==> src/rtl/note_seq_pkg.sv <==
// note_seq_pkg
//   Shared definitions for the note sequencer slice: the sequencer state
//   encoding (visible on the state output port) and the default parameter
//   values used by note_sequencer.
//   Optional feature macro used elsewhere in the slice: NOTE_SEQ_LOOP_EN.
package note_seq_pkg;

  // Sequencer state; the encoding appears directly on the state port.
  typedef enum logic [1:0] {
    IDLE = 2'b00,
    REC  = 2'b01,
    PLAY = 2'b10
  } seq_state_t;

  // Default parameter values.
  localparam int NOTE_W_DEF = 32;
  localparam int DEPTH_DEF  = 64;
  localparam int TICK_W_DEF = 27;

endpackage

==> src/rtl/note_sequencer_beat_timer.sv <==
// beat_timer
//   Reloadable down-counter that produces the beat pulse for the sequencer.
//   The period is latched on load, so later changes of period are ignored
//   until the next load. A period of 0 is treated as 1 (beat every cycle).
// Ports:
//   clk     in   system clock
//   resetn  in   asynchronous active-low reset
//   load    in   latch period and restart the count (issued on leaving IDLE)
//   en      in   count enable (high while recording or playing)
//   period  in   beat period in clk cycles
//   beat    out  high during the last cycle of each beat period while en
module beat_timer #(
  parameter int TICK_W = 27
) (
  input  logic              clk,
  input  logic              resetn,
  input  logic              load,
  input  logic              en,
  input  logic [TICK_W-1:0] period,
  output logic              beat
);

  logic [TICK_W-1:0] reload_val;
  logic [TICK_W-1:0] reload_reg;
  logic [TICK_W-1:0] cnt_reg;

  // max(period,1)-1
  assign reload_val = (period == '0) ? '0 : period - TICK_W'(1);

  always_ff @(posedge clk or negedge resetn) begin
    if (!resetn) begin
      reload_reg <= '0;
      cnt_reg    <= '0;
    end else if (load) begin
      reload_reg <= reload_val;
      cnt_reg    <= reload_val;
    end else if (en) begin
      if (cnt_reg == '0) begin
        cnt_reg <= reload_reg;
      end else begin
        cnt_reg <= cnt_reg - TICK_W'(1);
      end
    end
  end

  assign beat = en && (cnt_reg == '0);

endmodule

==> src/rtl/note_sequencer.sv <==
// note_sequencer
//   Record/playback sequencer for guitar note vectors. In REC it ORs the live
//   note vector over each beat and stores one word per beat; in PLAY it
//   replays the stored words at the beat rate, once or looped.
//   Optional feature: define NOTE_SEQ_LOOP_EN to honour the loop input;
//   otherwise playback is always one-shot and loop is ignored.
// Ports:
//   clk         in   system clock
//   resetn      in   asynchronous active-low reset
//   tick_max    in   beat period in clk cycles, sampled on leaving IDLE
//   rec_start   in   pulse: start recording from address 0
//   play_start  in   pulse: start playback from address 0
//   stop        in   pulse: abort REC/PLAY
//   loop        in   level: wrap playback at end of sequence
//   note_in     in   live note vector
//   beat        out  pulse at each beat boundary in REC/PLAY
//   note_out    out  last played note word
//   note_valid  out  pulse when note_out updates
//   state       out  00 IDLE, 01 REC, 10 PLAY
//   length      out  number of stored beats
//   full        out  length == DEPTH
//   done        out  pulse the cycle after any REC/PLAY termination
module note_sequencer
  import note_seq_pkg::*;
#(
  parameter int NOTE_W = NOTE_W_DEF,
  parameter int DEPTH  = DEPTH_DEF,
  parameter int ADDR_W = $clog2(DEPTH),
  parameter int TICK_W = TICK_W_DEF
) (
  input  logic              clk,
  input  logic              resetn,
  input  logic [TICK_W-1:0] tick_max,
  input  logic              rec_start,
  input  logic              play_start,
  input  logic              stop,
  input  logic              loop,
  input  logic [NOTE_W-1:0] note_in,
  output logic              beat,
  output logic [NOTE_W-1:0] note_out,
  output logic              note_valid,
  output logic [1:0]        state,
  output logic [ADDR_W:0]   length,
  output logic              full,
  output logic              done
);

  localparam int LEN_W = ADDR_W + 1;
  localparam logic [LEN_W-1:0] LAST_LEN = LEN_W'(DEPTH - 1);
  localparam logic [LEN_W-1:0] FULL_LEN = LEN_W'(DEPTH);

  seq_state_t state_reg, state_next;

  logic [LEN_W-1:0]  length_reg;
  logic [ADDR_W-1:0] wr_ptr_reg;
  logic [ADDR_W-1:0] rd_ptr_reg;
  logic [NOTE_W-1:0] acc_reg, acc_next;
  logic [NOTE_W-1:0] note_out_reg;
  logic              note_valid_reg;
  logic              done_reg, done_next;

  logic timer_load;
  logic timer_en;
  logic wr_en;
  logic rd_en;
  logic rec_clear;
  logic rd_restart;
  logic rd_last;
  logic loop_en;

  logic [NOTE_W-1:0] mem [DEPTH];

`ifdef NOTE_SEQ_LOOP_EN
  assign loop_en = loop;
`else
  logic unused_loop;
  assign unused_loop = loop;
  assign loop_en     = 1'b0;
`endif

  assign timer_en = (state_reg != IDLE);

  beat_timer #(
    .TICK_W (TICK_W)
  ) u_beat_timer (
    .clk    (clk),
    .resetn (resetn),
    .load   (timer_load),
    .en     (timer_en),
    .period (tick_max),
    .beat   (beat)
  );

  // Current read address is the last stored beat.
  assign rd_last = ({1'b0, rd_ptr_reg} == (length_reg - LEN_W'(1)));

  always_ff @(posedge clk or negedge resetn) begin
    if (!resetn) begin
      state_reg <= IDLE;
    end else begin
      state_reg <= state_next;
    end
  end

  // Next-state and control decode. stop wins over any beat in the same
  // cycle, so a beat coinciding with stop neither writes nor reads.
  always_comb begin
    state_next = state_reg;
    timer_load = 1'b0;
    wr_en      = 1'b0;
    rd_en      = 1'b0;
    rec_clear  = 1'b0;
    rd_restart = 1'b0;
    done_next  = 1'b0;
    acc_next   = '0;
    case (state_reg)
      IDLE: begin
        if (stop) begin
          state_next = IDLE;
        end else if (rec_start) begin
          state_next = REC;
          timer_load = 1'b1;
          rec_clear  = 1'b1;
        end else if (play_start) begin
          if (length_reg != '0) begin
            state_next = PLAY;
            timer_load = 1'b1;
            rd_restart = 1'b1;
          end else begin
            done_next = 1'b1;
          end
        end
      end
      REC: begin
        if (stop) begin
          // partial beat in acc_reg is dropped (acc_next stays 0)
          state_next = IDLE;
          done_next  = 1'b1;
        end else if (beat) begin
          wr_en = 1'b1;
          if (length_reg == LAST_LEN) begin
            state_next = IDLE;
            done_next  = 1'b1;
          end
        end else begin
          acc_next = acc_reg | note_in;
        end
      end
      PLAY: begin
        if (stop) begin
          state_next = IDLE;
          done_next  = 1'b1;
        end else if (beat) begin
          rd_en = 1'b1;
          if (rd_last && !loop_en) begin
            state_next = IDLE;
            done_next  = 1'b1;
          end
        end
      end
      default: begin
        state_next = IDLE;
      end
    endcase
  end

  always_ff @(posedge clk or negedge resetn) begin
    if (!resetn) begin
      length_reg     <= '0;
      wr_ptr_reg     <= '0;
      rd_ptr_reg     <= '0;
      acc_reg        <= '0;
      note_out_reg   <= '0;
      note_valid_reg <= 1'b0;
      done_reg       <= 1'b0;
    end else begin
      done_reg       <= done_next;
      note_valid_reg <= rd_en;
      acc_reg        <= acc_next;

      if (rec_clear) begin
        length_reg <= '0;
        wr_ptr_reg <= '0;
      end else if (wr_en) begin
        length_reg <= length_reg + LEN_W'(1);
        wr_ptr_reg <= wr_ptr_reg + ADDR_W'(1);
      end

      if (rd_restart) begin
        rd_ptr_reg <= '0;
      end else if (rd_en) begin
        rd_ptr_reg <= rd_last ? '0 : rd_ptr_reg + ADDR_W'(1);
      end

      // Synchronous read straight into the output register; it holds
      // until the next playback beat.
      if (rd_en) begin
        note_out_reg <= mem[rd_ptr_reg];
      end
    end
  end

  // The beat-cycle note_in is folded in so a strike on the last cycle of a
  // beat is not lost.
  always_ff @(posedge clk) begin
    if (wr_en) begin
      mem[wr_ptr_reg] <= acc_reg | note_in;
    end
  end

  assign state      = state_reg;
  assign length     = length_reg;
  assign full       = (length_reg == FULL_LEN);
  assign note_out   = note_out_reg;
  assign note_valid = note_valid_reg;
  assign done       = done_reg;

endmodule

==> config.mk <==
export PLATFORM = sky130hd
export DESIGN_NAME = note_sequencer
export DESIGN_NICKNAME = d
export VERILOG_FILES = /design/src/rtl/note_seq_pkg.sv /design/src/rtl/note_sequencer_beat_timer.sv /design/src/rtl/note_sequencer.sv
export SDC_FILE = /design/constraint.sdc
export NUM_CORES = 2
export LEC_CHECK = 0
export CORE_ASPECT_RATIO = 0.7
export CORE_MARGIN = 5
export CORE_UTILIZATION = 45
export CTS_CLUSTER_DIAMETER = 60
export DETAILED_ROUTE_END_ITERATION = 6
export MAX_ROUTING_LAYER = met4
export PLACE_DENSITY = 0.7
export REMOVE_ABC_BUFFERS = 1
export SYNTH_ARGS = -nofsm -noshare
export SYNTH_HDL_FRONTEND = slang
export SYNTH_SLANG_ARGS = --single-unit
==> constraint.sdc <==
create_clock -name clk -period 10.26 [get_ports clk]
set_input_delay 3.078 -clock clk [delete_from_list [all_inputs] [get_ports clk]]
set_output_delay 3.078 -clock clk [all_outputs]
set_load 0.005 [all_outputs]
### Word-level counts from Yosys, hierarchy flattened

Memory sizes are Yosys's and may differ from the RTL's. A register that Yosys moved wholly into a read port is not among the register bits.
Cells that the tools add are included.

* $add $sub $neg: 6
* multipliers: 0
* div/mod/pow operators: 0
* magnitude comparators: 0
* eq/ne operators: 11
* shifts and indexed selects: 0
* mux-type cells: 53
* bitwise gates (word level): 1
* reduce and logical (&&, ||, !) cells: 11

Operators by type and width (count)
* $mux W27: 4
* $mux W32: 3
* $logic_not A27 Y1: 2
* $sub A27 B1 Y27 const B: 2
* $or A32 B32 Y32: 1
* $mux W6: 5
* $mux W1: 27
* $mux W2: 10
* $mux W7: 2
* $add A6 B1 Y6 const B: 2
* $ne A3 B3 Y1 const B: 4
* $ne A4 B4 Y1 const B: 2
* $reduce_bool A2 Y1: 4
* $add A7 B1 Y7 const B: 1
* $eq A6 B7 Y1: 1
* $eq A7 B6 Y1 const B: 1
* $eq A7 B7 Y1 const B: 1
* $reduce_bool A7 Y1: 1
* $sub A7 B1 Y7 const B: 1
* $pmux W2 S3: 1
* $reduce_and A6 Y1: 1
* $pmux W1 S3: 1
* $eq A2 B1 Y1 const B: 1
* $eq A2 B2 Y1 const B: 1
* 3 further kinds: 3

* register bits: 109
* bits in latches: 0
* bits in writable memories: 2048
* bits in read-only memories: 0
* input bits: 65
* output and inout bits: 45
* word-level logic and storage cells: 92
* memories kept: 1

Memory list
* mem: depth 64, width 32, rd ports 1, clocked after memory_dff 1, write ports 1, RTL line note_sequencer.sv:71 `logic [NOTE_W-1:0] mem [DEPTH];`

### Depth between registers and ports, before layout

* word-level depth: 7
* gate-level depth with buffers: 11
* mapped depth without buffers: 9

### By module

A second synthesis with hierarchy kept.

* cell total of the unflattened synthesis: 4181
* area, all modules: 85798.5 µm²

Modules (own cells, without submodules)
* note_sequencer: times used 1, cells an instance 3733, area an instance 81886.0 µm², sequential area each 63676.1 µm²
* beat_timer: times used 1, cells an instance 448, area an instance 3912.5 µm², sequential area each 1351.3 µm²

### Least setup slack after synthesis

OpenSTA, ideal clock, no wires.

* path kind: in2reg
* start: input stop
* end: memory mem[10][0] in the netlist's numbering (enable)
* library setup time: 421 ps
* arrival: 5474 ps
* required time: 9839 ps
* path slack: 4364 ps
* cell stages on the path: 6
* buffers on the path: 1
* cells stage by stage: nor2b_1 > nor2b_1 > nand4_1 > or3_1 > clkbuf_1 > nor2_1

* word-level cells in the longest chain between the ends: 4

Ends and longest elaborated chain
* start: declaration: RTL line note_sequencer.sv:36 `input logic stop,`
* $mux W1
* $mux W1: RTL line note_sequencer.sv:116 `case (state_reg)`
* $mux W1: RTL line note_sequencer.sv:206 `if (wr_en) begin`
* $mux W1 (implied by the code): RTL line note_sequencer.sv:207 `mem[wr_ptr_reg] <= acc_reg | note_in;`
* end: declaration: RTL line note_sequencer.sv:71

No other way between the ends.

### Worst setup path in the final report

* start: register u_beat_timer.cnt_reg[16]
* end: output beat

* word-level cells in the longest chain between the ends: 2

Ends and longest elaborated chain
* start: declaration: RTL line note_sequencer_beat_timer.sv:25 `logic [TICK_W-1:0] cnt_reg;`
* start signal: assignment: RTL line note_sequencer_beat_timer.sv:36 `cnt_reg <= reload_val;`
* start signal: assignment: RTL line note_sequencer_beat_timer.sv:39 `cnt_reg <= reload_reg;`
* start signal: assignment: RTL line note_sequencer_beat_timer.sv:41 `cnt_reg <= cnt_reg - TICK_W'(1);`
* $logic_not A27 Y1: RTL line note_sequencer_beat_timer.sv:46 `assign beat = en && (cnt_reg == '0);`
* $logic_and A1 B1 Y1: RTL line note_sequencer_beat_timer.sv:46
* end: declaration: RTL line note_sequencer.sv:39 `output logic beat,`

No other way between the ends.

==> impl_metrics.toml <==
[critical_path]
cp.arrival_ns = 3.54
crit_type = "flop to output port"
cp-end-kind = "output port"
slowest_delay_ns = 0.59
setup.worst_path.start_class = "flop"
crit_path_cell_trace = "or4_4, nor3_2, nand2_1, nor4_1, clkdlybuf4s50_1"
cp.required_ns = 7.18
worstPathMaxFanout = 9
rr_worst_depth = 6
slowest_stage = "clkdlybuf4s50_1"

[clock_tree]
cts.path.max_buffers = 3
cts-root-buf = "clkbuf_16"
post_cts_resized = 0
post_cts_buffers = 0
holdBufCountCts = 0
path_clk_slew_ns = 0.06
htreeDepth = 4
clock_latency_ns = 0.85
cts_tree = "built"
cts_num_sinks = 2189
cts_buffers = 196

[finish]
drive_gt1_share_pct = 23.48
seq_area_um2 = 65050
final_cell_mix = "edfxtp_1 (2,048), mux4_2 (483), clkbuf_16 (201), dfrtp_1 (135), buf_4 (131)"
largest_register_ffs = 2048
nNetsFinal = 4420
fillers = 14570
mostFrequentLayoutCell = "edfxtp_1"
finalInstanceArea_um2 = 96400
layout.cells.non_filler = 7010
syn_to_final_growth_pct = 13.10
multiInputGateArea_um2 = 19620

[drt]
drc = 0
dr.pass1.iters = 5
ant_nets = 0
vias = 43430
vias_per_cell = 6.195
routedWlPerCell_um = 29.63
wl_mm = 207.7
drt_iter0_drc = 5675

[global_route]
grt_overflow = 0
grt_pass1_vias = 42710
antenna_found_initial = 4
grt_pass1_wl_mm = 302.7
grt_max_degree = 120
track_usage_pct = 21.52

[power_and_ir_drop]
power_mw = 17.63
power_density_nw_per_um2 = 182.9
ir_worst_vdd_uv = 189.3
power_leakage_nw = 29.34

[timing]
fmax_mhz = 151.2
slew_headroom_pct = 12.89
rsz0062_at_grt = "no"
min_period_ns = 6.615
tightest_slew_ns = 1.307
final_hold_viol_count = 0
fin_worst_hold_slack_ns = 0.4705
slew_violations = 0
finalSetupViolations = 0
skew_ns = 0.03748
post-route-period-util_pct = 64.48

[die]
pin_count = 110
dieWidth_um = 530.2
start_util_pct = 45.33
die_y_um = 374.1
rows = 133
dieArea_um2 = 198400
core_area_um2 = 188000

[synth]
syn_avg_cell_area_um2 = 20.53
async_flop_share_pct = 6.441
ys_ff_latch = 2189
synthCells = 4152
synth.distinct_cells = 75
yosysSeqAreaShare_pct = 76.29
synth_ff_type = "edfxtp_1"
synthesis.area_um2 = 85240
yosysWarnings = 0
synth-edff-count = 2048

[place]
gp_congestion = 0.8084
dp.cells = 6642
portBuffers = 108
dpl-instance-area_um2 = 90040
dp_hpwl_mm = 116.4

[job]
drv_cap = 0

[run_status]
status = "complete, no violations"

[hold_path]
worstHoldPathCells = 2
hp-class = "flop to flop"
[cells by family (layout without fill, tap and decap cells)]
family,count (synthesis),in the layout,share of synthesized area [%]
AND/OR/NAND/NOR,505,505,3.138
other,0,3,0
XOR/XNOR,43,43,0.4418
multiplexers,599,599,14.16
buffers and inverters,268,626,1.328
adder cells (fa/ha/maj),12,12,0.1761
flip-flops,2189,2189,76.29
AO/OA/AOI/OAI,536,536,4.473
[metal layers]
layer,share of wire (%),GRT usage [%],vias to the layer above
met4,2.8,6.156,0
met3,10,3.574,313
met2,45,30.80,2504
li1,-,-,17730
met1,42,32.17,22880
met5,0,-,-
[where the power goes]
part | leakage (nW) | switching, mW | internal, mW
clock network | 3.11 | 3.24 | 4.00
logic | 6.00 | 0.338 | 0.128
registers | 20.2 | 0.0588 | 9.87
total | 29.3 | 3.63 | 14.0
[final cells by class]
type	instances	share of cell area, %
Multi-Input combinational cell	1695	20.35
Clock inverter	113	1.046
Antenna cell	3	0.007787
Tap cell	2497	3.241
Timing Repair Buffer	245	2.267
Inverter	16	0.06230
Clock buffer	252	5.551
Sequential cell	2189	67.47
[stage by stage]
| stage | setup slack (ns) | TNS, ns | utilization [%] |
|---|---|---|---|
| 2_1_floorplan | -12.68 | -459.68 | - |
| 5_1_grt | 3.437 | 0 | 51.27 |
| 6_report | 3.645 | 0 | 51.27 |
| 3_5_place_dp | 3.198 | 0 | 47.88 |
| 4_1_cts | 3.569 | 0 | 51.26 |
| 3_3_place_gp | 3.320 | 0 | 47.88 |
[synth_stat cells (21+ instances only)]
library cell  count  area share (%)
a22o_1           60            0.62
nand2_1          88            0.39
nor3_1           32            0.19
nor2b_1          85            0.62
nor4_1           21            0.15
buf_1            28            0.12
a22oi_1          40            0.35
or2_2            33            0.24
buf_2            89            0.52
nand3_1          21            0.12
mux4_2          483              13
mux2_2           22            0.29
dfrtp_1         141             4.1
mux2i_1          94             1.1
o21ai_0         102            0.60
clkbuf_1        132            0.58
a31oi_1          23            0.17
xnor2_1          27            0.28
a211oi_1         58            0.51
a221oi_1         51            0.52
o31ai_1          34            0.30
edfxtp_1       2048              72
a21oi_1          63            0.37
nor2_1          126            0.55
[critical path: cells and delay by family (launching register included)]
family                 cells  cell delay [ns]
and+or+nand+nor            4             1.67
buffers and inverters      1             0.59
DFF                        1             0.45
[path summary, 6_finish.rpt]
kind	startpoint	to	slack (ns)
setup reg to reg	u_beat_timer.cnt_reg[11]	mem[60][31]	5.86
hold / removal	u_beat_timer.reload_reg[7]	u_beat_timer.reload_reg[7]	0.47
min in group asynchronous	resetn	done	2.31
hold reg to reg	u_beat_timer.reload_reg[7]	u_beat_timer.reload_reg[7]	0.47
setup / recovery	u_beat_timer.cnt_reg[16]	beat	3.64
max in group asynchronous	resetn	acc_reg[25]	6.42
Note: power is estimated with default switching activity, not from simulation.
